## src/rtl/cla_seq_pkg.sv

```systemverilog
// cla_seq_pkg: shared types and constants for the nibble-serial CLA adder.
package cla_seq_pkg;
  localparam int NIBBLE_W = 4;
  typedef enum logic [1:0] {IDLE, RUN, DONE} state_t;
  typedef logic [NIBBLE_W-1:0] nibble_t;
endpackage

```

## src/rtl/cla4_slice.sv

```systemverilog
// cla4_slice: combinational 4-bit carry-lookahead adder slice exposing c3 and c4.
module cla4_slice
  import cla_seq_pkg::*;
(
  input  nibble_t a,
  input  nibble_t b,
  input  logic    c0,
  output nibble_t s,
  output logic    c3,
  output logic    c4
);
  nibble_t p, g;
  logic c1, c2;
  assign p  = a ^ b;
  assign g  = a & b;
  assign c1 = g[0] | (p[0] & c0);
  assign c2 = g[1] | (p[1] & g[0]) | (p[1] & p[0] & c0);
  assign c3 = g[2] | (p[2] & g[1]) | (p[2] & p[1] & g[0]) | (p[2] & p[1] & p[0] & c0);
  assign c4 = g[3] | (p[3] & g[2]) | (p[3] & p[2] & g[1]) | (p[3] & p[2] & p[1] & g[0])
            | (p[3] & p[2] & p[1] & p[0] & c0);
  assign s  = p ^ {c3, c2, c1, c0};
endmodule

```

## src/rtl/cla_nibble_seq.sv

```systemverilog
// cla_nibble_seq: WIDTH-bit add/subtract by reusing one 4-bit CLA slice, LSB nibble first.
// Signed overflow output is generated only when CLA_SEQ_OVF_EN is defined.
module cla_nibble_seq
  import cla_seq_pkg::*;
#(
  parameter int WIDTH = 16
) (
  input  logic             clk,
  input  logic             rst_n,
  input  logic             in_valid,
  output logic             in_ready,
  input  logic [WIDTH-1:0] a,
  input  logic [WIDTH-1:0] b,
  input  logic             cin,
  input  logic             op_sub,
  output logic             out_valid,
  input  logic             out_ready,
  output logic [WIDTH-1:0] sum,
  output logic             cout,
  output logic             ovf
);
  localparam int NIBBLES = WIDTH / NIBBLE_W;
  localparam int IDX_W = NIBBLES > 1 ? $clog2(NIBBLES) : 1;
  if (WIDTH % NIBBLE_W != 0 || WIDTH < NIBBLE_W) begin : g_bad_width
    $error("cla_nibble_seq: WIDTH must be a multiple of 4 and >= 4");
  end
  state_t state, state_nx;
  logic [WIDTH-1:0] a_r, b_r;
  logic carry;
  logic [IDX_W-1:0] idx;
  nibble_t s_n;
  logic c3, c4, last, accept;
  assign last      = idx == IDX_W'(NIBBLES - 1);
  assign in_ready  = state == IDLE;
  assign out_valid = state == DONE;
  assign accept    = in_valid && in_ready;
  cla4_slice u_slice (
    .a (a_r[idx*NIBBLE_W +: NIBBLE_W]),
    .b (b_r[idx*NIBBLE_W +: NIBBLE_W]),
    .c0(carry),
    .s (s_n),
    .c3(c3),
    .c4(c4)
  );
  always_comb begin
    state_nx = state;
    state_nx = state == IDLE ? (in_valid ? RUN : IDLE) :
               state == RUN  ? (last ? DONE : RUN) :
                               (out_ready ? IDLE : DONE);
  end
  always_ff @(posedge clk or negedge rst_n)
    if (!rst_n) state <= IDLE;
    else state <= state_nx;
  always_ff @(posedge clk or negedge rst_n) begin
    if (!rst_n) begin
      a_r   <= '0;
      b_r   <= '0;
      carry <= 1'b0;
      idx   <= '0;
      sum   <= '0;
      cout  <= 1'b0;
    end else if (accept) begin
      a_r   <= a;
      b_r   <= b ^ {WIDTH{op_sub}};
      carry <= op_sub | cin;
      idx   <= '0;
      sum   <= '0;
    end else if (state == RUN) begin
      sum[idx*NIBBLE_W +: NIBBLE_W] <= s_n;
      carry <= c4;
      if (last) cout <= c4;
      else idx <= idx + 1'b1;
    end
  end
`ifdef CLA_SEQ_OVF_EN
  always_ff @(posedge clk or negedge rst_n)
    if (!rst_n) ovf <= 1'b0;
    else if (state == RUN && last) ovf <= c3 ^ c4;
`else
  logic unused_c3;
  assign unused_c3 = c3;
  assign ovf = 1'b0;
`endif
endmodule

```

## config.mk

```make
export PLATFORM = sky130hd
export DESIGN_NAME = cla_nibble_seq
export DESIGN_NICKNAME = d
export VERILOG_FILES = /design/src/rtl/cla_seq_pkg.sv /design/src/rtl/cla4_slice.sv /design/src/rtl/cla_nibble_seq.sv
export SDC_FILE = /design/constraint.sdc
export NUM_CORES = 1
export LEC_CHECK = 0
export CELL_PAD_IN_SITES_DETAIL_PLACEMENT = 0
export CELL_PAD_IN_SITES_GLOBAL_PLACEMENT = 1
export CORE_MARGIN = 2
export CORE_UTILIZATION = 36
export DETAILED_ROUTE_END_ITERATION = 10
export PLACE_DENSITY_LB_ADDON = 0.3
export SETUP_SLACK_MARGIN = 0.15
export SKIP_CTS_REPAIR_TIMING = 1
export SYNTH_ARGS = -nofsm -noshare
export SYNTH_HDL_FRONTEND = slang
export SYNTH_SLANG_ARGS = --single-unit
```

## constraint.sdc

```tcl
create_clock -name clk -period 2.7 [get_ports clk]
set_input_delay 0.27 -clock clk [delete_from_list [all_inputs] [get_ports clk]]
set_output_delay 0.27 -clock clk [all_outputs]
set_load 0.02 [all_outputs]
```

Yosys cells after proc, flatten, opt, wreduce, memory -nomap -nowiden
Cells that the tools add are included.
{"block": "word_totals", "register_bits": 54, "in_bits": 38, "wordCells": 67}
{"block": "classes", "add_sub_neg": 2, "eq_ne": 4, "shift": 4, "muxes": 13, "bitwise_logic": 32, "n_reduce_logical": 5}
{"cell": "$neg 4->34", "n": 1}
{"cell": "$shift 4x34->16 const A", "n": 1}
{"cell": "$shiftx 4x34->16", "n": 1}
{"cell": "$mux 16", "n": 2}
{"cell": "$shiftx 16x5->4", "n": 2}
{"cell": "$and 1x1->1", "n": 16}
{"cell": "$bwmux 16", "n": 1}
{"cell": "$xor 16x16->16", "n": 1}
{"cell": "$mux 2", "n": 7}
{"cell": "$or 1x1->1", "n": 11}
{"cell": "$xor 4x4->4", "n": 2}
{"cell": "$and 4x4->4", "n": 1}
{"cell": "$eq 2x2->1 const B", "n": 2}
{"cell": "$mux 1", "n": 3}
{"cell": "$reduce_and 3->1", "n": 1}
{"cell": "$add 2x1->2 const B", "n": 1}
{"cell": "$eq 2x1->1 const B", "n": 1}
{"cell": "$logic_not 2->1", "n": 1}
{"cell": "$ne 2x1->1 const B", "n": 1}
{"cell": "$reduce_and 2->1", "n": 1}
{"cell": "$reduce_bool 2->1", "n": 1}
{"cell": "$logic_and 1x1->1", "n": 1}
{"cell": "$not 1->1", "n": 1}

Depth between registers and ports, before layout
Gate-level depths: netlist (run 1).
{"block": "logic_depth", "ltp_word": 11, "ltp_mapped": 7, "depth_no_buf": 6}

Hierarchy
Synthesis (run 1) repeated with hierarchy kept, for this count alone.
{"block": "hier_totals", "hier_cells": 216, "area_unflattened_um2": 2757.6}
{"module": "cla_nibble_seq", "n_inst": 1, "cells_each": 198, "area_per_inst_um2": 2602.5, "seq_area_each_um2": 1351.3}
{"module": "cla4_slice", "n_inst": 1, "cells_each": 18, "area_per_inst_um2": 155.1, "seq_area_each_um2": 0.0}

Worst setup path after synthesis (run 1)
Ideal clock, no wire load.
{"block": "synth_timing", "path_kind": "register to register", "start": "reg idx[0]", "end": "reg sum[11]", "setup_ns": 0.122, "t_arrival_ns": 2.307, "t_required_ns": 2.578, "setup_slack_ns": 0.271, "path_stages_with_launch": 8, "synth_period_minus_slack_ns": 2.429, "cell_sequence": "dfrtp_1 > buf_2 > mux4_2 > ha_1 > a211oi_1 > o21bai_1 > xor2_1 > a32o_1"}
{"block": "synth_via", "elab_chain_cells": 11, "elab_cells_between_ends": 26, "classes_between": "add/sub: 1; shift: 4; mux: 3; bitwise: 18"}
{"element": "start, declared", "line": "cla_nibble_seq.sv:30", "rtl": "logic [IDX_W-1:0] idx;"}
{"element": "start signal, assigned", "line": "cla_nibble_seq.sv:72", "rtl": "else idx <= idx + 1'b1;"}
{"element": "$shiftx 16x5->4 (on tied branches)", "line": "cla_nibble_seq.sv:38, cla_nibble_seq.sv:39"}
{"element": "$xor 4x4->4 / $and 4x4->4 (equally long branches)", "line": "cla4_slice.sv:14, cla4_slice.sv:15"}
{"element": "$and 1x1->1", "line": "cla4_slice.sv:18", "rtl": "assign c3 = g[2] | (p[2] & g[1]) | (p[2] & p[1] & g[0]) | (p[2] & p[1] & p[0] & c0);"}
{"element": "$or 1x1->1 / $and 1x1->1 (equally long branches) (2 in series)", "line": "cla4_slice.sv:18"}
{"element": "$or 1x1->1", "line": "cla4_slice.sv:18"}
{"element": "$xor 4x4->4", "line": "cla4_slice.sv:21", "rtl": "assign s = p ^ {c3, c2, c1, c0};"}
{"element": "$shiftx 4x34->16", "line": "cla_nibble_seq.sv:69", "rtl": "sum[idx*NIBBLE_W +: NIBBLE_W] <= s_n;"}
{"element": "$bwmux 16 *", "line": "cla_nibble_seq.sv:69"}
{"element": "$mux 16 *", "line": "cla_nibble_seq.sv:68", "rtl": "end else if (state == RUN) begin"}
{"element": "$mux 16 *", "line": "cla_nibble_seq.sv:62", "rtl": "end else if (accept) begin"}
{"element": "end signal, assigned by index", "line": "cla_nibble_seq.sv:69"}
{"element": "end, declared", "line": "cla_nibble_seq.sv:18", "rtl": "output logic [WIDTH-1:0] sum,"}
Mark *: on every way between the ends. The rest lies on a longest branch, timed or not. The select of a mux whose other input is x is not followed.
A chain may end at the register's enable or synchronous reset.

Final worst setup path (run 1)
{"block": "layout_timing", "start": "reg idx[0]", "end": "reg sum[7]"}
Same word-level chain as after synthesis.

==> metrics.txt, run 1 <==
# TYPE chip_impl_metric gauge
chip_impl_metric{name="area_growth_syn_to_layout",unit="%"} 30.3
chip_impl_info{name="cts_tree",value="done"} 1
chip_impl_metric{name="achievable-frequency",unit="MHz"} 415
chip_impl_metric{name="fin_ws",unit="ns"} 0.288
chip_impl_info{name="clock-root-buffer",value="clkbuf_8"} 1
chip_impl_metric{name="setup-violations-final",unit=""} 0
chip_impl_metric{name="rrSetupSlack",unit="ns"} 0.29
chip_impl_metric{name="detailed_place_hpwl",unit="um"} 4030
chip_impl_info{name="criticalPathCategory",value="flip-flop to flip-flop"} 1
chip_impl_metric{name="number_of_clock_sinks_seen_by_cts",unit=""} 54
chip_impl_metric{name="coreArea",unit="mm2"} 0.00721
chip_impl_metric{name="track_usage",unit=""} 0.145
chip_impl_metric{name="synth_fp_nets",unit=""} 268
chip_impl_metric{name="post_synth_edffs",unit=""} 0
chip_impl_metric{name="grt_max_degree",unit=""} 55
chip_impl_metric{name="standby_leakage_power",unit="nW"} 1.41
chip_impl_metric{name="drive_gt1_frac",unit=""} 0.170
chip_impl_metric{name="synth_compound_area_frac",unit=""} 0.108
chip_impl_metric{name="buffer_ports.inserted",unit=""} 56
chip_impl_info{name="r2r_end",value="sum[7]"} 1
chip_impl_metric{name="place_worst_setup_slack",unit="ns"} 0.139
chip_impl_metric{name="synth_seq_area_share",unit=""} 0.505
chip_impl_metric{name="drtAntennaViolNets",unit=""} 0
chip_impl_info{name="cp-start-kind",value="flip-flop"} 1
chip_impl_metric{name="antenna_found_initial",unit=""} 0
chip_impl_info{name="area_leader_netlist",value="dfrtp_1"} 1
chip_impl_metric{name="tns",unit="ns"} 0
chip_impl_metric{name="routed_wire_length_per_instance",unit="um"} 14.4
chip_impl_metric{name="grtUsageMet1",unit=""} 0.193
chip_impl_metric{name="crit_fanout",unit=""} 6
chip_impl_metric{name="switching_power",unit="mW"} 1.81
chip_impl_metric{name="slew_headroom",unit=""} 0.668
chip_impl_metric{name="syn-instance-count",unit=""} 220
chip_impl_info{name="holdCritPathClass",value="input port to asynchronous set/reset pin"} 1
chip_impl_metric{name="adder_cell_fraction_of_synth_area",unit=""} 0.0496
chip_impl_metric{name="fin_nets",unit=""} 330
chip_impl_metric{name="timing_hold_violations_final",unit=""} 0
chip_impl_metric{name="drt_pass1_iterations",unit=""} 4
chip_impl_metric{name="swShare",unit=""} 0.418
chip_impl_metric{name="wire_length_of_the_first_global_routing_pass",unit="um"} 9310
chip_impl_metric{name="ys_async_sr_fraction",unit=""} 1.00
chip_impl_metric{name="routed_wl",unit="um"} 5490
chip_impl_metric{name="routed_via_density",unit=""} 4.71
chip_impl_metric{name="cts_max_level",unit=""} 2
chip_impl_info{name="top_usage_layer",value="met2"} 1
chip_impl_metric{name="die_width",unit="um"} 90.2
chip_impl_metric{name="power_density",unit="mW/mm2"} 1240
chip_impl_metric{name="overflow",unit=""} 0
chip_impl_metric{name="clkSlewWorstSetupHoldPaths",unit="ns"} 0.11
chip_impl_metric{name="ffs_latches_synth",unit=""} 54
chip_impl_metric{name="report.final.slew_viol_count",unit=""} 0
chip_impl_info{name="critPathLaunch",value="idx[0]"} 1
chip_impl_metric{name="report.power.total",unit="mW"} 4.32
chip_impl_info{name="synth_top_flop_cell",value="dfrtp_1"} 1
chip_impl_info{name="grt_setup_unrepaired",value="false"} 1
chip_impl_info{name="outcome",value="finished clean"} 1
chip_impl_metric{name="gp_congestion",unit=""} 0.737
chip_impl_metric{name="placement_rows",unit=""} 31
chip_impl_info{name="netlist_top_cells_area",value="dfrtp_1 (51%), mux2_2 (6.7%), mux4_2 (6.7%)"} 1
chip_impl_metric{name="dp.cells",unit=""} 369
chip_impl_metric{name="antennaDiodeCount",unit=""} 0
chip_impl_metric{name="final_min_period_over_clock_period",unit=""} 0.893
chip_impl_metric{name="grt_use_met2",unit=""} 0.233
chip_impl_metric{name="peakVddDrop",unit="uV"} 421
chip_impl_info{name="yosys.cell_count.top_type",value="dfrtp_1"} 1
chip_impl_metric{name="drt_iter0_markers",unit=""} 57
chip_impl_metric{name="synthesis.area_per_instance",unit="um2"} 12.2
chip_impl_info{name="crit_path_end_kind",value="flip-flop"} 1
chip_impl_info{name="largest_family_of_logic_cells_by_synthesized_area",value="multiplexers"} 1
chip_impl_metric{name="power.sequential.fraction",unit=""} 0.329
chip_impl_metric{name="muxShareOfSynthArea",unit=""} 0.144
chip_impl_metric{name="post_synthesis_share_of_cell_area_spent_on_and_or_nand_and_nor_gates",unit=""} 0.0884
chip_impl_metric{name="period_minus_ws_final",unit="ns"} 2.41
chip_impl_metric{name="comb_power_frac",unit=""} 0.565
chip_impl_metric{name="post_layout_nonfiller_instances",unit=""} 382
chip_impl_metric{name="ctsLongestPathBuffers",unit=""} 2
chip_impl_info{name="r2r-start",value="idx[0]"} 1
chip_impl_info{name="synth_commonest_cells",value="dfrtp_1 (54), nor2_1 (24), a21oi_1 (23), xnor2_1 (19), mux2_2 (16)"} 1
chip_impl_metric{name="drcViolationCount",unit=""} 0
chip_impl_metric{name="clk-insertion-delay-late",unit="ns"} 0.31
chip_impl_metric{name="route.vias.total",unit=""} 1799
chip_impl_metric{name="internal_power",unit="mW"} 2.52
chip_impl_metric{name="yosys.area.top_type_share",unit=""} 0.505
chip_impl_metric{name="global_route.usage.met3",unit=""} 0.0377
chip_impl_metric{name="p_clk_frac",unit=""} 0.106
chip_impl_metric{name="first_global_vias",unit=""} 1859
chip_impl_metric{name="tritoncts_buffers",unit=""} 5
chip_impl_metric{name="worst-slew-pin-transition",unit="ns"} 0.491
chip_impl_metric{name="reg2regPathDepth",unit=""} 7
chip_impl_metric{name="synth_warn",unit=""} 0
chip_impl_metric{name="final.setup_skew",unit="ns"} 0.0124
chip_impl_metric{name="cp.arrival",unit="ns"} 2.66
chip_impl_metric{name="syn-cell-area",unit="mm2"} 0.00267
chip_impl_metric{name="synth-xor-area-share",unit=""} 0.0655
chip_impl_metric{name="floorplan.die_area",unit="mm2"} 0.00813
chip_impl_metric{name="initial_core_util",unit=""} 0.371
chip_impl_metric{name="ios",unit=""} 58
chip_impl_metric{name="crit_required",unit="ns"} 2.95
chip_impl_metric{name="dieHeight",unit="um"} 90.2
chip_impl_metric{name="maxCapViolCount",unit=""} 0
chip_impl_metric{name="yosysUniqueCellTypes",unit=""} 40
-- through the flow --
step                cell area (um2)   util  hold slack [ns]
finish                         3480  0.483            0.473
global route                   3480  0.483            0.494
CTS                            3430  0.475          -0.0642
detailed placement             3340  0.463            0.291
global placement               3340  0.463            0.295
floorplan                      2670      -          -0.0256
-- cells in the final DEF (no fill, tap or decap), types with 2 or more instances in the layout --
cell / synthesis / layout
nand3_1: 2 / 2
inv_1: 4 / 4
nand2_1: 8 / 8
a21oi_1: 23 / 23
a22o_1: 4 / 4
xnor2_1: 19 / 19
clkbuf_8: 0 / 5
buf_12: 0 / 3
and3_1: 2 / 2
o21ai_0: 6 / 6
nor2_1: 24 / 24
buf_4: 3 / 7
dfrtp_1: 54 / 52
o31ai_1: 2 / 2
clkdlybuf4s50_1: 0 / 55
mux2_2: 16 / 16
a32o_1: 5 / 5
dfrtp_2: 0 / 2
ha_1: 9 / 9
mux4_2: 8 / 8
nand2b_1: 2 / 2
-- worst max-delay path, cell delays in order (launching register included) --
cell and delay, ns:
dfrtp_2 0.48, buf_12 0.14, mux4_2 0.51, ha_1 0.35, o21ai_0 0.10, o21bai_1 0.21, xor2_1 0.34, a32o_1 0.22
-- worst max path at each step --
stage / depth (start not counted) / slack (ns) / to
after floorplan: 7 / 0.27 / sum[11]
after global routing: 7 / 0.20 / sum[7]
after detailed placement: 6 / 0.14 / sum[11]
after global placement: 6 / 0.22 / sum[11]
final: 7 / 0.29 / sum[7]
after CTS: 6 / 0.11 / sum[7]
-- final cells by class --
| cell class | count | area [um2] |
|---|---|---|
| clock buffers | 5 | 68.8 |
| clock inverters | 3 | 21.3 |
| fillers | 690 | 3730 |
| inverters | 4 | 15.0 |
| multi-input cells | 150 | 1220 |
| flip-flops and latches | 54 | 1350 |
| well taps | 99 | 124 |
| repair buffers | 67 | 678 |
-- power groups by stage --
stage                     clock network [mW]  logic [mW]  registers, mW
after floorplan                            0        1.69           1.41
after global placement                     0        2.32           1.45
after detailed placement                   0        2.38           1.46
after CTS                              0.474        2.39           1.44
after global routing                   0.517        2.69           1.47
final                                  0.459        2.44           1.42
-- per-layer routing --
layer  wire length (um)  share of wire
met5                  0              0
met4                 70          0.013
met3                217          0.040
met2               2610           0.47
met1               2600           0.47
-- flip-flops by register name, indices dropped and copies added (netlist names) --
name / cells
carry: 1
idx: 2
a_r: 16
b_r: 16
sum: 16
cout: 1
state: 2
-- logic make-up (layout without fill, tap and decap cells) --
| group | Yosys count | count (layout) |
|---|---|---|
| flip-flops | 54 | 54 |
| AND/OR/NAND/NOR | 47 | 47 |
| AO/OA/AOI/OAI | 46 | 46 |
| multiplexers | 26 | 26 |
| XOR/XNOR | 20 | 20 |
| buffers and inverters | 16 | 79 |
| adder cells (fa/ha/maj) | 10 | 10 |
| other | 1 | 1 |
Note: power is estimated with default switching activity, not from simulation.
==> run 2: changes to the inputs <==
- clock period: 2.7 -> 2.8 ns (I/O delays scaled with it)
==> metrics.txt, run 2 (synthesis gave the netlist of run 1 again) <==
# TYPE chip_impl_metric gauge
chip_impl_info{name="outcome",value="finished clean"} 1
chip_impl_metric{name="grt_use_met2",unit=""} 0.221
chip_impl_metric{name="ios",unit=""} 58
chip_impl_metric{name="gp_congestion",unit=""} 0.758
chip_impl_info{name="cp-start-kind",value="flip-flop"} 1
chip_impl_metric{name="hold-worst-slack",unit="ns"} 0.0933
chip_impl_metric{name="overflow",unit=""} 0
chip_impl_info{name="cts_tree",value="done"} 1
chip_impl_metric{name="critical_path.max_stage_delay",unit="ns"} 0.67
chip_impl_metric{name="final.setup_skew",unit="ns"} 0.00621
chip_impl_metric{name="clkSlewWorstSetupHoldPaths",unit="ns"} 0.09
chip_impl_metric{name="fin_nets",unit=""} 328
chip_impl_metric{name="grt_max_degree",unit=""} 55
chip_impl_info{name="criticalPathCategory",value="flip-flop to flip-flop"} 1
chip_impl_metric{name="tns",unit="ns"} 0
chip_impl_info{name="mostFrequentLayoutCells",value="clkdlybuf4s50_1 (55), dfrtp_1 (53), nor2_1 (24), a21oi_1 (23), xnor2_1 (19)"} 1
chip_impl_metric{name="achievable-frequency",unit="MHz"} 409
chip_impl_metric{name="drt_pass1_iterations",unit=""} 4
chip_impl_metric{name="report.final.slew_viol_count",unit=""} 0
chip_impl_metric{name="wire_length_of_the_first_global_routing_pass",unit="um"} 8890
chip_impl_metric{name="crit_fanout",unit=""} 12
chip_impl_metric{name="coreArea",unit="mm2"} 0.00721
chip_impl_metric{name="timing_hold_violations_final",unit=""} 0
chip_impl_info{name="r2r-start",value="idx[1]"} 1
chip_impl_metric{name="drcViolationCount",unit=""} 0
chip_impl_metric{name="post_layout_nonfiller_instances",unit=""} 380
chip_impl_metric{name="number_of_clock_sinks_seen_by_cts",unit=""} 54
chip_impl_metric{name="routed_wl",unit="um"} 5310
chip_impl_info{name="critPathLaunch",value="idx[1]"} 1
chip_impl_metric{name="stdcell_area",unit="mm2"} 0.00344
chip_impl_info{name="clock-root-buffer",value="clkbuf_8"} 1
chip_impl_metric{name="standby_leakage_power",unit="nW"} 1.39
chip_impl_metric{name="period_minus_ws_final",unit="ns"} 2.44
chip_impl_metric{name="drtAntennaViolNets",unit=""} 0
chip_impl_metric{name="antennaDiodeCount",unit=""} 0
chip_impl_metric{name="worst-slew-pin-transition",unit="ns"} 0.665
chip_impl_info{name="crit_family",value="compound AO/OA/AOI/OAI gates"} 1
chip_impl_metric{name="slew_headroom",unit=""} 0.557
chip_impl_metric{name="route.vias.total",unit=""} 1827
chip_impl_info{name="r2r_end",value="sum[11]"} 1
chip_impl_metric{name="bufs_and_invs_on_worst_path",unit=""} 0
chip_impl_metric{name="track_usage",unit=""} 0.136
chip_impl_metric{name="cp.arrival",unit="ns"} 2.65
chip_impl_info{name="holdCritPathClass",value="input port to asynchronous set/reset pin"} 1
chip_impl_metric{name="initial_core_util",unit=""} 0.371
chip_impl_info{name="largest_registers",value="a_r: 16 flops, b_r: 16 flops, sum: 16 flops"} 1
chip_impl_metric{name="clk-insertion-delay-late",unit="ns"} 0.31
chip_impl_info{name="critical_path.cell_chain",value="mux4_2 > ha_1 > a211oi_1 > o21bai_1 > xor2_2 > a32o_1"} 1
chip_impl_metric{name="die_width",unit="um"} 90.2
chip_impl_info{name="crit_path_end_kind",value="flip-flop"} 1
chip_impl_metric{name="grtUsageMet1",unit=""} 0.182
chip_impl_metric{name="drt_iter0_markers",unit=""} 72
chip_impl_metric{name="drive_gt1_frac",unit=""} 0.164
chip_impl_info{name="grt_setup_unrepaired",value="false"} 1
chip_impl_metric{name="global_route.usage.met3",unit=""} 0.0319
chip_impl_metric{name="rrSetupSlack",unit="ns"} 0.36
chip_impl_metric{name="detailed_place_hpwl",unit="um"} 4080
chip_impl_metric{name="routed_wire_length_per_instance",unit="um"} 14.0
chip_impl_metric{name="placement_rows",unit=""} 31
chip_impl_metric{name="antenna_found_initial",unit=""} 0
chip_impl_metric{name="peakVddDrop",unit="uV"} 550
chip_impl_metric{name="ctsLongestPathBuffers",unit=""} 2
chip_impl_metric{name="setup-violations-final",unit=""} 0
chip_impl_metric{name="tritoncts_buffers",unit=""} 5
chip_impl_metric{name="final_min_period_over_clock_period",unit=""} 0.873
chip_impl_metric{name="buffer_ports.inserted",unit=""} 56
chip_impl_metric{name="crit_required",unit="ns"} 3.00
chip_impl_metric{name="power_density",unit="mW/mm2"} 1210
chip_impl_metric{name="dieHeight",unit="um"} 90.2
chip_impl_metric{name="detailed_place.area",unit="mm2"} 0.00332
chip_impl_metric{name="maxCapViolCount",unit=""} 0
chip_impl_metric{name="reg2regPathDepth",unit=""} 6
chip_impl_metric{name="area_growth_syn_to_layout",unit="%"} 28.5
chip_impl_info{name="most_frequent_standard_cell_in_the_layout_excluding_fill_and_tap_cells",value="clkdlybuf4s50_1"} 1
chip_impl_metric{name="floorplan.die_area",unit="mm2"} 0.00813
chip_impl_metric{name="routed_via_density",unit=""} 4.81
chip_impl_metric{name="first_global_vias",unit=""} 1799
chip_impl_info{name="crit_path_top_delay_cell",value="dfrtp_1"} 1
chip_impl_metric{name="cts_max_level",unit=""} 2
chip_impl_info{name="top_usage_layer",value="met2"} 1
chip_impl_metric{name="dp.cells",unit=""} 370
## run 2: cell types whose count changed in the layout (fill, tap and decap cells not counted), sizes merged
cell,before,now
clkinvlp,1,0
clkinv,2,1
dlygate4sd3,1,0
clkbuf,5,7
buf,11,10
## run 2: worst max-delay path by stage
stage	to	slack, ns	cells after the start
after floorplan	sum[11]	0.37	7
after global placement	sum[11]	0.29	7
after detailed placement	sum[11]	0.14	7
after CTS	sum[11]	0.12	7
after global routing	sum[7]	0.23	6
final	sum[11]	0.36	6
## run 2: final cells by class
cell class	count	area [um2]
inverters	4	15.0
clock buffers	7	86.3
repair buffers	65	623
flip-flops and latches	54	1350
multi-input cells	150	1230
fillers	697	3780
clock inverters	1	5.00
well taps	99	124
## run 2: routing by layer
layer | vias up | share of wire
li1 | 893 | -
met1 | 886 | 0.45
met2 | 40 | 0.49
met3 | 8 | 0.039
met4 | 0 | 0.014
met5 | - | 0
## run 2: stage by stage
step	util	worst slack, ns	total power, mW
6_report	0.476	0.355	4.16
5_1_grt	0.476	0.232	4.49
4_1_cts	0.473	0.119	4.14
3_5_place_dp	0.460	0.141	3.69
3_3_place_gp	0.460	0.289	3.62
2_1_floorplan	-	0.371	2.99
## run 2: power breakdown
| group | switching [mW] | leakage [nW] | total (mW) | internal (mW) |
|---|---|---|---|---|
| logic | 1.25 | 0.687 | 2.36 | 1.10 |
| registers | 0.231 | 0.657 | 1.35 | 1.12 |
| clock network | 0.247 | 0.0482 | 0.447 | 0.200 |
==> run 3: changes to the inputs <==
- REMOVE_ABC_BUFFERS: not set -> 1
==> metrics.txt, run 3 (synthesis gave the netlist of run 1 again) <==
# TYPE chip_impl_metric gauge
chip_impl_info{name="outcome",value="finished clean"} 1
chip_impl_metric{name="first_global_vias",unit=""} 1806
chip_impl_metric{name="drtAntennaViolNets",unit=""} 0
chip_impl_metric{name="met3WireLength",unit="um"} 253
chip_impl_metric{name="wire_length_of_the_first_global_routing_pass",unit="um"} 9110
chip_impl_metric{name="clk-insertion-delay-late",unit="ns"} 0.30
chip_impl_metric{name="routed_wl",unit="um"} 5340
chip_impl_info{name="cp-start-kind",value="flip-flop"} 1
chip_impl_metric{name="detailed_place_hpwl",unit="um"} 4080
chip_impl_metric{name="slew_headroom",unit=""} 0.606
chip_impl_metric{name="cts_max_level",unit=""} 2
chip_impl_metric{name="hold-worst-slack",unit="ns"} 0.486
chip_impl_metric{name="drcViolationCount",unit=""} 0
chip_impl_metric{name="antenna_found_initial",unit=""} 0
chip_impl_metric{name="report.final.slew_viol_count",unit=""} 0
chip_impl_metric{name="peakVddDrop",unit="uV"} 383
chip_impl_metric{name="number_of_clock_sinks_seen_by_cts",unit=""} 54
chip_impl_metric{name="achievable-frequency",unit="MHz"} 406
chip_impl_info{name="r2r_end",value="sum[7]"} 1
chip_impl_metric{name="area_growth_syn_to_layout",unit="%"} 28.1
chip_impl_metric{name="internal_power",unit="mW"} 2.44
chip_impl_metric{name="p_clk_frac",unit=""} 0.123
chip_impl_info{name="routed.top_layer",value="met4"} 1
chip_impl_metric{name="route.vias.total",unit=""} 1796
chip_impl_metric{name="ios",unit=""} 58
chip_impl_info{name="crit_path_end_kind",value="flip-flop"} 1
chip_impl_info{name="clock-root-buffer",value="clkbuf_8"} 1
chip_impl_metric{name="rrSetupSlack",unit="ns"} 0.34
chip_impl_metric{name="antennaDiodeCount",unit=""} 0
chip_impl_metric{name="swShare",unit=""} 0.413
chip_impl_metric{name="final_min_period_over_clock_period",unit=""} 0.880
chip_impl_metric{name="initial_core_util",unit=""} 0.371
chip_impl_metric{name="power_density",unit="mW/mm2"} 1210
chip_impl_metric{name="worst-slew-pin-transition",unit="ns"} 0.583
chip_impl_metric{name="period_minus_ws_final",unit="ns"} 2.46
chip_impl_info{name="criticalPathCategory",value="flip-flop to flip-flop"} 1
chip_impl_metric{name="ctsLongestPathBuffers",unit=""} 2
chip_impl_metric{name="switching_power",unit="mW"} 1.72
chip_impl_metric{name="overflow",unit=""} 0
chip_impl_metric{name="die_width",unit="um"} 90.2
chip_impl_metric{name="drt_iter0_markers",unit=""} 51
chip_impl_metric{name="drt-met1-wl",unit="um"} 2600
chip_impl_metric{name="routed_via_density",unit=""} 4.76
chip_impl_info{name="most_frequent_standard_cell_in_the_layout_excluding_fill_and_tap_cells",value="clkdlybuf4s50_1"} 1
chip_impl_metric{name="grt_max_degree",unit=""} 36
chip_impl_info{name="largest_registers",value="a_r: 16 flops, b_r: 16 flops, sum: 16 flops"} 1
chip_impl_metric{name="tns",unit="ns"} 0
chip_impl_info{name="mostFrequentLayoutCells",value="clkdlybuf4s50_1 (55), dfrtp_1 (53), nor2_1 (24), a21oi_1 (23), xnor2_1 (19)"} 1
chip_impl_metric{name="maxCapViolCount",unit=""} 0
chip_impl_metric{name="buffer_ports.inserted",unit=""} 56
chip_impl_metric{name="drive_gt1_frac",unit=""} 0.151
chip_impl_metric{name="floorplan.die_area",unit="mm2"} 0.00813
chip_impl_info{name="holdCritPathClass",value="input port to asynchronous set/reset pin"} 1
chip_impl_metric{name="power.sequential.fraction",unit=""} 0.330
chip_impl_metric{name="dieHeight",unit="um"} 90.2
chip_impl_metric{name="routed_wire_length_per_instance",unit="um"} 14.2
chip_impl_metric{name="placement_rows",unit=""} 31
chip_impl_metric{name="tritoncts_buffers",unit=""} 5
chip_impl_metric{name="crit_fanout",unit=""} 12
chip_impl_info{name="grt_setup_unrepaired",value="false"} 1
chip_impl_metric{name="coreArea",unit="mm2"} 0.00721
chip_impl_metric{name="timing_hold_violations_final",unit=""} 0
chip_impl_metric{name="setup-violations-final",unit=""} 0
chip_impl_metric{name="crit_required",unit="ns"} 3.04
chip_impl_metric{name="cp.arrival",unit="ns"} 2.71
chip_impl_metric{name="final.setup_skew",unit="ns"} 0.00317
chip_impl_metric{name="reg2regPathDepth",unit=""} 6
chip_impl_metric{name="clkSlewWorstSetupHoldPaths",unit="ns"} 0.09
chip_impl_metric{name="drt_pass1_iterations",unit=""} 4
chip_impl_metric{name="track_usage",unit=""} 0.138
chip_impl_metric{name="route.met2.wl",unit="um"} 2450
chip_impl_metric{name="gp_congestion",unit=""} 0.705
chip_impl_metric{name="standby_leakage_power",unit="nW"} 1.38
chip_impl_info{name="cts_tree",value="done"} 1
chip_impl_info{name="r2r-start",value="idx[1]"} 1
chip_impl_metric{name="fin_nets",unit=""} 325
chip_impl_metric{name="comb_power_frac",unit=""} 0.547
-- run 3: per-layer routing --
layer	vias up	GRT usage
li1	889	-
met1	858	0.193
met2	45	0.219
met3	4	0.0335
met4	0	0.0346
met5	-	0
-- run 3: how the worst max path moves through the flow --
stage	to	startpoint	slack, ns	cells after the start
5_1_grt	sum[7]	idx[1]	0.15	6
3_3_place_gp	sum[7]	idx[0]	0.39	6
4_1_cts	sum[7]	idx[0]	0.22	6
2_1_floorplan	sum[6]	state[0]	0.24	4
6_report	sum[7]	idx[1]	0.34	6
3_5_place_dp	sum[7]	idx[0]	0.24	6
-- run 3: final cells by class --
| type | instances | area, um2 |
|---|---|---|
| Fill cell | 722 | 3790 |
| Tap cell | 99 | 124 |
| Multi-Input combinational cell | 150 | 1220 |
| Inverter | 4 | 15.0 |
| Timing Repair Buffer | 62 | 603 |
| Clock buffer | 5 | 68.8 |
| Clock inverter | 3 | 40.0 |
| Sequential cell | 54 | 1350 |
-- run 3: through the flow --
stage               instances  utilization  power, mW  area (um2)  setup WS [ns]
finish                    377        0.475       4.16        3430          0.336
global route              377        0.475       4.49        3430          0.153
CTS                       376        0.473       4.21        3410          0.219
detailed placement        368        0.458       3.69        3310          0.237
global placement          368        0.458       3.61        3310          0.389
floorplan                 208            -       2.91        2590          0.236
-- run 3: power groups by stage --
stage	logic [mW]	clock network [mW]	registers (mW)
floorplan	1.51	0	1.41
global placement	2.22	0	1.39
detailed placement	2.29	0	1.40
CTS	2.30	0.531	1.38
global route	2.50	0.557	1.43
finish	2.27	0.511	1.37
-- run 3: worst max-delay path, cell delays in order, from the launching register on --
cell	delay, ns
dfrtp_1	0.68
mux4_2	0.44
ha_1	0.34
a211oi_1	0.24
o21bai_1	0.15
xor2_1	0.33
a32o_1	0.22
